**src/rtl/spi_scene_loader_pkg.sv**
```systemverilog
// spi_scene_loader_pkg: shared defaults, command layout, FSM encoding and record sizing
package spi_scene_loader_pkg;
  localparam int N_POLY_DEF = 4;
  localparam int WPX_DEF = 8;
  localparam int WPY_DEF = 7;
  localparam int WCOLOR_DEF = 6;
  localparam int CMD_RW_BIT = 7;
  localparam int CMD_ADDR_W = 7;
  typedef enum logic [1:0] {IDLE, CMD, DATA, DROP} state_t;
  function automatic int rec_width(input int wpx, input int wpy, input int wcolor);
    return 1 + wcolor + 3 * (wpx + wpy);
  endfunction
  function automatic int rec_bytes(input int recw);
    return (recw + 7) / 8;
  endfunction
endpackage

```
**src/rtl/spi_scene_loader_if.sv**
```systemverilog
// spi_scene_loader_if: SPI pins between a host (master) and the scene loader (slave)
interface spi_scene_loader_if;
  logic cs_in;
  logic sck_in;
  logic mosi_in;
  logic miso_out;
  modport master(output cs_in, output sck_in, output mosi_in, input miso_out);
  modport slave(input cs_in, input sck_in, input mosi_in, output miso_out);
endinterface

```
**src/rtl/spi_sync_edge.sv**
```systemverilog
// spi_sync_edge: 2-FF synchronisers for cs/sck/mosi plus sck and cs edge strobes
module spi_sync_edge (
  input  logic clk,
  input  logic rst_n,
  input  logic cs_i,
  input  logic sck_i,
  input  logic mosi_i,
  output logic cs_o,
  output logic mosi_o,
  output logic cs_rise_o,
  output logic cs_fall_o,
  output logic sck_rise_o,
  output logic sck_fall_o
);
  logic [2:0] cs_q, sck_q;
  logic [1:0] mosi_q;
  // cs resets low so a frame only arms after cs has been seen high
  always_ff @(posedge clk or negedge rst_n) begin
    if (!rst_n) begin
      cs_q <= '0;
      sck_q <= '0;
      mosi_q <= '0;
    end else begin
      cs_q <= {cs_q[1:0], cs_i};
      sck_q <= {sck_q[1:0], sck_i};
      mosi_q <= {mosi_q[0], mosi_i};
    end
  end
  assign cs_o = cs_q[1];
  assign mosi_o = mosi_q[1];
  assign cs_rise_o = cs_q[1] & ~cs_q[2];
  assign cs_fall_o = ~cs_q[1] & cs_q[2];
  assign sck_rise_o = sck_q[1] & ~sck_q[2];
  assign sck_fall_o = ~sck_q[1] & sck_q[2];
endmodule

```
**src/rtl/spi_scene_loader.sv**
```systemverilog
// spi_scene_loader: SPI-written shadow scene registers, copied to live outputs on en_load.
// Define SPI_READBACK_EN to shift shadow contents out on miso_out for read commands.
module spi_scene_loader
  import spi_scene_loader_pkg::*;
#(
  parameter int N_POLY = N_POLY_DEF,
  parameter int WPX = WPX_DEF,
  parameter int WPY = WPY_DEF,
  parameter int WCOLOR = WCOLOR_DEF
) (
  input  logic                     clk,
  input  logic                     rst_n,
  spi_scene_loader_if.slave        spi,
  input  logic                     en_load,
  output logic [WCOLOR-1:0]        bg_color_out,
  output logic [WCOLOR*N_POLY-1:0] poly_color_out,
  output logic [WPX*N_POLY-1:0]    v0_x_out,
  output logic [WPX*N_POLY-1:0]    v1_x_out,
  output logic [WPX*N_POLY-1:0]    v2_x_out,
  output logic [WPY*N_POLY-1:0]    v0_y_out,
  output logic [WPY*N_POLY-1:0]    v1_y_out,
  output logic [WPY*N_POLY-1:0]    v2_y_out,
  output logic [N_POLY-1:0]        poly_enable_out,
  output logic                     commit_out
);
  localparam int RECW = rec_width(WPX, WPY, WCOLOR);
  localparam int UW = 8 * rec_bytes(RECW);
  localparam int CW = $clog2(UW);
  localparam logic [CMD_ADDR_W-1:0] NP = CMD_ADDR_W'(N_POLY);
`ifdef SPI_READBACK_EN
  localparam bit RD_EN = 1'b1;
  logic sck_fall;
`else
  localparam bit RD_EN = 1'b0;
`endif
  state_t state_q, state_d;
  logic [CW-1:0] cnt_q, cnt_d;
  logic [RECW-2:0] sr_q;
  logic [RECW-1:0] word;
  logic [CMD_ADDR_W-1:0] addr_q, addr_d;
  logic rw_q, rw_d, pend_q, pend_d, commit_q, commit, last, shifting;
  logic cs_s, mosi_s, cs_rise, cs_fall, sck_rise;
  logic [WCOLOR-1:0] bg_sh_q, bg_sh_d, bg_q;
  logic [RECW-1:0] rec_sh_q [N_POLY];
  logic [RECW-1:0] rec_sh_d [N_POLY];
  logic [RECW-1:0] rec_q [N_POLY];
  spi_sync_edge u_sync (
    .clk, .rst_n,
    .cs_i(spi.cs_in), .sck_i(spi.sck_in), .mosi_i(spi.mosi_in),
    .cs_o(cs_s), .mosi_o(mosi_s), .cs_rise_o(cs_rise), .cs_fall_o(cs_fall), .sck_rise_o(sck_rise),
`ifdef SPI_READBACK_EN
    .sck_fall_o(sck_fall)
`else
    .sck_fall_o()
`endif
  );
  // padding bits above RECW shift out of the top and are discarded
  assign word = {sr_q, mosi_s};
  assign shifting = sck_rise && (state_q == CMD || state_q == DATA);
  assign last = cnt_q == ((state_q == CMD || addr_q == '0) ? CW'(7) : CW'(UW - 1));
  assign commit = (en_load | pend_q) & cs_s;
  assign pend_d = (pend_q | en_load) & ~commit;
  always_comb begin
    state_d = state_q;
    cnt_d = shifting ? (last ? '0 : cnt_q + 1'b1) : cnt_q;
    addr_d = addr_q;
    rw_d = rw_q;
    bg_sh_d = bg_sh_q;
    rec_sh_d = rec_sh_q;
    case (state_q)
      IDLE: if (cs_fall) begin
        state_d = CMD;
        cnt_d = '0;
      end
      CMD: if (shifting && last) begin
        rw_d = word[CMD_RW_BIT];
        addr_d = word[CMD_ADDR_W-1:0];
        state_d = (word[CMD_ADDR_W-1:0] <= NP && (word[CMD_RW_BIT] || RD_EN)) ? DATA : DROP;
      end
      DATA: if (shifting && last) begin
        if (rw_q && addr_q == '0) bg_sh_d = word[WCOLOR-1:0];
        for (int p = 0; p < N_POLY; p++)
          if (rw_q && addr_q == CMD_ADDR_W'(p + 1)) rec_sh_d[p] = word;
        addr_d = addr_q + 1'b1;
        state_d = (addr_q == NP) ? DROP : DATA;
      end
      default: ;
    endcase
    if (cs_rise) state_d = IDLE;
  end
  always_ff @(posedge clk or negedge rst_n) begin
    if (!rst_n) begin
      state_q <= IDLE;
      cnt_q <= '0;
      sr_q <= '0;
      addr_q <= '0;
      rw_q <= 1'b0;
      pend_q <= 1'b0;
      commit_q <= 1'b0;
      bg_sh_q <= '0;
      bg_q <= '0;
      for (int p = 0; p < N_POLY; p++) begin
        rec_sh_q[p] <= '0;
        rec_q[p] <= '0;
      end
    end else begin
      state_q <= state_d;
      cnt_q <= cnt_d;
      if (shifting) sr_q <= word[RECW-2:0];
      addr_q <= addr_d;
      rw_q <= rw_d;
      pend_q <= pend_d;
      commit_q <= commit;
      bg_sh_q <= bg_sh_d;
      rec_sh_q <= rec_sh_d;
      // copy next-state shadows so a same-cycle write is included
      if (commit) begin
        bg_q <= bg_sh_d;
        rec_q <= rec_sh_d;
      end
    end
  end
  assign bg_color_out = bg_q;
  assign commit_out = commit_q;
  for (genvar i = 0; i < N_POLY; i++) begin : g_poly
    assign poly_enable_out[i] = rec_q[i][RECW-1];
    assign poly_color_out[i*WCOLOR +: WCOLOR] = rec_q[i][3*(WPX+WPY) +: WCOLOR];
    assign v0_x_out[i*WPX +: WPX] = rec_q[i][3*WPY+2*WPX +: WPX];
    assign v0_y_out[i*WPY +: WPY] = rec_q[i][2*WPY+2*WPX +: WPY];
    assign v1_x_out[i*WPX +: WPX] = rec_q[i][2*WPY+WPX +: WPX];
    assign v1_y_out[i*WPY +: WPY] = rec_q[i][WPY+WPX +: WPY];
    assign v2_x_out[i*WPX +: WPX] = rec_q[i][WPY +: WPX];
    assign v2_y_out[i*WPY +: WPY] = rec_q[i][0 +: WPY];
  end
`ifdef SPI_READBACK_EN
  logic [UW-1:0] tx_q, rd_word;
  logic [CMD_ADDR_W-1:0] rd_addr;
  logic miso_q;
  // next unit to send: the command's address, or the following one at a unit boundary
  always_comb begin
    rd_addr = (state_q == CMD) ? word[CMD_ADDR_W-1:0] : addr_q + 1'b1;
    rd_word = '0;
    if (rd_addr == '0) rd_word[UW-1 -: 8] = 8'(bg_sh_q);
    for (int p = 0; p < N_POLY; p++)
      if (rd_addr == CMD_ADDR_W'(p + 1)) rd_word = UW'(rec_sh_q[p]);
  end
  always_ff @(posedge clk or negedge rst_n) begin
    if (!rst_n) begin
      tx_q <= '0;
      miso_q <= 1'b0;
    end else if (shifting && last) tx_q <= rd_word;
    else if (sck_fall && state_q == DATA) begin
      miso_q <= tx_q[UW-1];
      tx_q <= tx_q << 1;
    end else if (state_q != DATA) miso_q <= 1'b0;
  end
  assign spi.miso_out = miso_q & ~rw_q & (state_q == DATA) & ~cs_s;
`else
  assign spi.miso_out = 1'b0;
`endif
endmodule
```
**src/flat_wrapper.sv**
```systemverilog
// flat-port wrapper written by rule: the top's interface ports become plain ports
module spi_scene_loader_flat import spi_scene_loader_pkg::*;
#(
  parameter int N_POLY = N_POLY_DEF,
  parameter int WPX = WPX_DEF,
  parameter int WPY = WPY_DEF,
  parameter int WCOLOR = WCOLOR_DEF
)
  (clk, rst_n, en_load, bg_color_out, poly_color_out, v0_x_out, v1_x_out, v2_x_out, v0_y_out, v1_y_out, v2_y_out, poly_enable_out, commit_out, spi_cs_in, spi_sck_in, spi_mosi_in, spi_miso_out);
  spi_scene_loader_if spi_i ();
  input  logic clk;
  input  logic rst_n;
  input  logic en_load;
  output logic [WCOLOR-1:0] bg_color_out;
  output logic [WCOLOR*N_POLY-1:0] poly_color_out;
  output logic [WPX*N_POLY-1:0] v0_x_out;
  output logic [WPX*N_POLY-1:0] v1_x_out;
  output logic [WPX*N_POLY-1:0] v2_x_out;
  output logic [WPY*N_POLY-1:0] v0_y_out;
  output logic [WPY*N_POLY-1:0] v1_y_out;
  output logic [WPY*N_POLY-1:0] v2_y_out;
  output logic [N_POLY-1:0] poly_enable_out;
  output logic commit_out;
  input wire logic [$bits(spi_i.cs_in)-1:0] spi_cs_in;
  input wire logic [$bits(spi_i.sck_in)-1:0] spi_sck_in;
  input wire logic [$bits(spi_i.mosi_in)-1:0] spi_mosi_in;
  output wire logic [$bits(spi_i.miso_out)-1:0] spi_miso_out;
  assign spi_i.cs_in = spi_cs_in;
  assign spi_i.sck_in = spi_sck_in;
  assign spi_i.mosi_in = spi_mosi_in;
  assign spi_miso_out = spi_i.miso_out;
  spi_scene_loader #(.N_POLY(N_POLY), .WPX(WPX), .WPY(WPY), .WCOLOR(WCOLOR)) u_core (.clk(clk), .rst_n(rst_n), .spi(spi_i), .en_load(en_load), .bg_color_out(bg_color_out), .poly_color_out(poly_color_out), .v0_x_out(v0_x_out), .v1_x_out(v1_x_out), .v2_x_out(v2_x_out), .v0_y_out(v0_y_out), .v1_y_out(v1_y_out), .v2_y_out(v2_y_out), .poly_enable_out(poly_enable_out), .commit_out(commit_out));
endmodule
```
**config.mk**
```make
export PLATFORM = sky130hd
export DESIGN_NAME = spi_scene_loader_flat
export DESIGN_NICKNAME = d
export VERILOG_FILES = /design/src/rtl/spi_scene_loader_pkg.sv /design/src/rtl/spi_scene_loader_if.sv /design/src/rtl/spi_sync_edge.sv /design/src/rtl/spi_scene_loader.sv /design/src/flat_wrapper.sv
export SDC_FILE = /design/constraint.sdc
export NUM_CORES = 1
export LEC_CHECK = 0
export CORE_ASPECT_RATIO = 0.6
export CORE_MARGIN = 8
export CORE_UTILIZATION = 55
export DETAILED_ROUTE_END_ITERATION = 10
export GPL_TIMING_DRIVEN = 0
export PLACE_DENSITY = 0.78
export SLEW_MARGIN = 10
export SYNTH_ARGS = -nofsm -noshare
export SYNTH_HDL_FRONTEND = slang
export SYNTH_HIERARCHICAL = 1
export SYNTH_SLANG_ARGS = --single-unit
```
**constraint.sdc**
```tcl
create_clock -name clk -period 3.8 [get_ports clk]
set_input_delay 0.57 -clock clk [delete_from_list [all_inputs] [get_ports clk]]
set_output_delay 0.57 -clock clk [all_outputs]
set_load 0.02 [all_outputs]
```
* Word-level counts from Yosys, hierarchy flattened
Index checks and enable logic that the tools add are counted.
Operators by class: multipliers 0, muxes and demuxes 24, divide/modulo/power cells 0, bitwise operators 10, equality and inequality tests 12, reduce and logical (&&, ||, !) cells 17, shift-type cells 0, $lt $le $gt $ge 1, add/sub/neg operators 2
Operators by type and width (number):
- $mux W208 | 2
- $mux W52 | 4
- $mux W6 | 8
- $eq A7 B2 Y1 const B | 2
- $mux W7 | 2
- $pmux W7 S2 | 1
- $logic_and A1 B1 Y1 | 8
- $mux W2 | 4
- $add A7 B1 Y7 const B | 1
- $eq A7 B1 Y1 const B | 1
- $eq A7 B3 Y1 const B | 1
- $le A7 B3 Y1 const B | 1
- $logic_not A7 Y1 | 1
- $add A6 B1 Y6 const B | 1
- $eq A6 B6 Y1 | 1
- $ne A3 B2 Y1 const B | 2
- $pmux W2 S3 | 1
- $and A1 B1 Y1 | 5
- $ne A2 B2 Y1 const B | 2
- $not A1 Y1 | 4
- $reduce_and A4 Y1 | 1
- $reduce_bool A4 Y1 | 1
- $ne A3 B1 Y1 const B | 1
- $reduce_and A3 Y1 | 1
- 8 further kinds | 10
Word-level totals: memories kept 0, latch bits 0, logic and storage cells 86, bits in registers 505, bits in writable memories 0, output and inout port bits 216, ROM bits 0

* Depth between registers and ports, before layout
Gate-level depths: netlist (run 1).
depth after elaboration 8, depth in mapped cells 10

* By module
The synthesis (run 1) kept the hierarchy.
Modules (own cells, without submodules):
- spi_scene_loader | instances 1, area each 20781.2 sq um, seq. area each 12436.9 sq um, cells each 1537
- spi_sync_edge | instances 1, area each 235.2 sq um, seq. area each 200.2 sq um, cells each 12

* Worst setup path before layout (run 1)
No wires, ideal clock.
path kind register to register, start point register u_core.addr_q[0], end point register u_core/rec_sh_q[10] (netlist name), slack 1341 ps, cell stages (with the launch flop) 9, required time 3675 ps, data arrival time 2334 ps, buffers on the path 2, setup time 125 ps, period minus slack after synthesis 2459 ps, cell sequence dfrtp_1 -> inv_1 -> ha_1 -> or4b_1 -> o21ai_4 -> o211a_1 -> buf_2 -> buf_2 -> mux2_2
RTL lines:
- start, declared | line spi_scene_loader.sv:40 | logic [CMD_ADDR_W-1:0] addr_q, addr_d;
- start signal, assigned | line spi_scene_loader.sv:110 | addr_q <= addr_d;
- end signal, assigned | line spi_scene_loader.sv:115 | rec_sh_q <= rec_sh_d;
- end, declared | line spi_scene_loader.sv:44 | logic [RECW-1:0] rec_sh_q [N_POLY];

* Worst setup path in the final report (run 1)
start point register u_core.u_sync.cs_q[1], end point register u_core.rec_q (netlist bit u_core/v0_y_out[22])
On the way: longest elaborated chain between the ends 1
Ends and longest elaborated chain:
- start, declared | line spi_sync_edge.sv:15 | logic [2:0] cs_q, sck_q;
- start signal, assigned | line spi_sync_edge.sv:24 | cs_q <= {cs_q[1:0], cs_i};
- $and A1 B1 Y1 | line spi_scene_loader.sv:61 | assign commit = (en_load | pend_q) & cs_s;
- end signal, assigned | line spi_scene_loader.sv:119 | rec_q <= rec_sh_d;
- end, declared | line spi_scene_loader.sv:46 | logic [RECW-1:0] rec_q [N_POLY];
Every way passes these cells. A chain may end at the register's enable or synchronous reset.

==> metrics.log, run 1 <==
INFO  metric sequential_cell_area = 12600 um2
INFO  metric via_per_inst = 6.31
INFO  metric layout_worst_path_cycle_share = 94.2%
INFO  metric setup_total_negative_slack = 0 ns
INFO  metric worst_path_max_delay_cell = sky130_fd_sc_hd__clkbuf_1
INFO  metric globalplace.congestion = 0.906
INFO  metric fin_worst_skew = 0.0271 ns
INFO  metric unrepaired_setup_endpoints_after_global_routing = false
INFO  metric die_y = 167 um
INFO  metric tritoncts.num_buffers = 46
INFO  metric timing.critical_path.arrival = 4.08 ns
INFO  metric totalWireLength = 60400 um
INFO  metric grt_antenna_before_repair = 0
INFO  metric initial_utilization = 55.8%
INFO  metric crit_chain = o21ai_0 -> inv_1 -> clkbuf_1 -> clkbuf_1 -> clkbuf_1 -> nand2_1 -> o21ai_0
INFO  metric design.core.area = 37600 um2
INFO  metric ioPinCount = 222
INFO  metric floorplan.rows = 55
INFO  metric max_stage_delay = 0.74 ns
INFO  metric detailedRoute.firstIterationViolations = 1695
INFO  metric multiInputGateArea = 7660 um2
INFO  metric netlist_instances = 1548
INFO  metric cp-end-kind = flop
INFO  metric synth_fp_nets = 1562
INFO  metric cts_num_sinks = 505
INFO  metric area_delta_synth_final = 21.4%
INFO  metric syn_avg_cell_area = 13.6 um2
INFO  metric finalCriticalPeriod = 3.58 ns
INFO  metric path_buf_inv = 4
INFO  metric tritoncts = built
INFO  metric num-nets-final = 1834
INFO  metric global_route_wire_length_before_repair = 93100 um
INFO  metric path_clk_slew = 0.06 ns
INFO  metric post_cts_hold_buffer_count = 0
INFO  metric status = complete, no violations
INFO  metric ctsHtreeMaxLevel = 2
INFO  metric cts.repair_timing.setup_buffer_count = 0
INFO  metric required = 4.30 ns
INFO  metric timing.critical_path.fanout_max = 10
INFO  metric slew_headroom = 35.7%
INFO  metric detailedRoute.firstPassIterationCount = 5
INFO  metric hold_violations = 0
INFO  metric cpLargestDelayFamily = buffers and inverters
INFO  metric finish.cell_count_without_fillers = 2368
INFO  metric clk_root_buffer_cell = sky130_fd_sc_hd__clkbuf_16
INFO  metric first_global_vias = 15200
INFO  metric cts_resized = 0
INFO  metric fmaxAchievable = 279 MHz
INFO  metric layout.core_utilization = 67.8%
INFO  metric critical_path.most_common_cell = sky130_fd_sc_hd__clkbuf_1
INFO  metric port_buffers = 220
INFO  metric placed_cells_incl_taps = 2285
INFO  metric dp.final_hpwl = 42300 um
INFO  metric ys.warnings.count = 6
INFO  metric clock_insertion_delay_worst_skew = 0.58 ns
INFO  metric critPathLaunchType = flop
INFO  metric p_per_area = 450 nW/um2
INFO  metric via_count = 15000
INFO  metric drc = 0
INFO  metric worst-setup-path-type = reg2reg
INFO  metric route.detailed.wl_per_inst = 25.5 um
INFO  metric final_antenna_net_count = 0
INFO  metric post_synth_instance_area = 21000 um2
INFO  metric share_of_layout_cells_above_drive_strength_1 = 23.1%
INFO  metric die_x = 268 um
INFO  metric irDropWorstVdd = 0.340 mV
INFO  metric grtUsageTotal = 26.6%
INFO  metric layout.filler_cells = 2717
INFO  metric setup_viol = 0
INFO  metric timing_max_transition_violations_final = 0
INFO  metric timing.hold.worst.class = in2async
INFO  metric grt_remaining_overflow = 0
INFO  metric diodes = 0
INFO  metric leakage_dissipation = 12.6 nW
INFO  metric maxCapViolations = 0
INFO  metric ctsLongestPathBuffers = 3
INFO  metric maximum_number_of_pins_on_one_net_before_global_route_repair = 118
INFO  metric fin_worst_hold_slack = 0.0521 ns
INFO  metric tightest_slew = 0.963 ns
INFO  metric die_area = 44900 um2
## final cells by class
cell class                      instances  share of cell area [%]
Multi-Input combinational cell        905                    30.0
Buffer                                131                    2.67
Clock inverter                         20                   0.888
Tap cell                              513                    2.52
Inverter                                7                   0.103
Sequential cell                       505                    49.5
Clock buffer                           63                    5.16
Timing Repair Buffer                  224                    9.08
## placed cells by master (no fill, tap or decap), drive strengths merged, types with 11 or more instances in the layout
master,count
a22oi,52
buf,56
a221o,156
and2,53
clkdlybuf4s50,219
mux2,273
clkbuf,143
clkinv,11
nand2,62
and3,163
dfrtp,505
nor2,16
o21ai,57
## worst reg2reg max path, delay by kind of cell (launching register included)
kind	cells	cell delay, ns
AND/OR/NAND/NOR	1	0.19
buffers and inverters	4	2.52
AO/OA/AOI/OAI	2	0.35
flip-flops	1	0.47
## registers in the layout, indices dropped and copies added, names as in the netlist
name and cells:
u_core/pend_q 1, u_core/v1_y_out 28, u_core/v2_x_out 32, u_core/bg_color_out 6
u_core/commit_out 1, u_core/poly_color_out 24, u_core/rw_q 1, u_core/v2_y_out 28
u_core/sr_q 51, u_core/u_sync/mosi_q 2, u_core/state_q 2, u_core/v0_y_out 28
u_core/rec_sh_q 208, u_core/v0_x_out 32, u_core/cnt_q 6, u_core/v1_x_out 32
u_core/bg_sh_q 6, u_core/u_sync/cs_q 3, u_core/u_sync/sck_q 3, u_core/poly_enable_out 4
u_core/addr_q 7
## path summary, 6_finish.rpt
check | slack [ns] | end | from | cells after the start
setup / recovery | 0.22 | u_core/v0_y_out[22] | u_core/u_sync/cs_q[1] | 7
hold / removal | 0.05 | u_core/poly_color_out[2] | rst_n | 1
setup reg to reg | 0.22 | u_core/v0_y_out[22] | u_core/u_sync/cs_q[1] | 7
hold reg to reg | 0.35 | u_core/u_sync/mosi_q[1] | u_core/u_sync/mosi_q[0] | 0
max in group asynchronous | 2.24 | u_core/v1_y_out[22] | rst_n | 3
min in group clk | 0.35 | u_core/u_sync/mosi_q[1] | u_core/u_sync/mosi_q[0] | 0
## per-layer routing
metal  vias up  GRT usage (%)  wire length (um)  share of wire, %
met1      7793           38.7             27000                45
met4         0           9.55              2080               3.4
met5         -              0                 0                 0
met3       131           5.31              4840               8.0
li1       6363              -                 -                 -
met2       663           39.3             26500                44
## stage by stage
step	setup slack [ns]	instance area, um2	total power [W]
2_1_floorplan	1.34	21000	0.00637
3_5_place_dp	-0.266	24000	0.00680
5_1_grt	0.189	25500	0.0119
6_report	0.221	25500	0.0115
4_1_cts	0.248	25500	0.0115
3_3_place_gp	-19.13	23900	0.00675
## report_power, final
| group | total [W] | switching, W | internal [W] |
|---|---|---|---|
| Sequential | 0.00560 | 0.000128 | 0.00547 |
| Combinational | 0.00113 | 0.000751 | 0.000380 |
| Clock | 0.00474 | 0.00204 | 0.00270 |
Note: power is estimated with default switching activity, not from simulation.
==> inputs of run 2 (changes only) <==
--- a/config.mk
+++ b/config.mk
@@ -8,6 +8,7 @@
 export CORE_ASPECT_RATIO = 0.6
 export CORE_MARGIN = 8
 export CORE_UTILIZATION = 55
+export CTS_CLUSTER_DIAMETER = 80
 export DETAILED_ROUTE_END_ITERATION = 10
 export GPL_TIMING_DRIVEN = 0
 export PLACE_DENSITY = 0.78
==> results of run 2 <==
The final DEF is identical to that of run 1; final timing and power are the same.
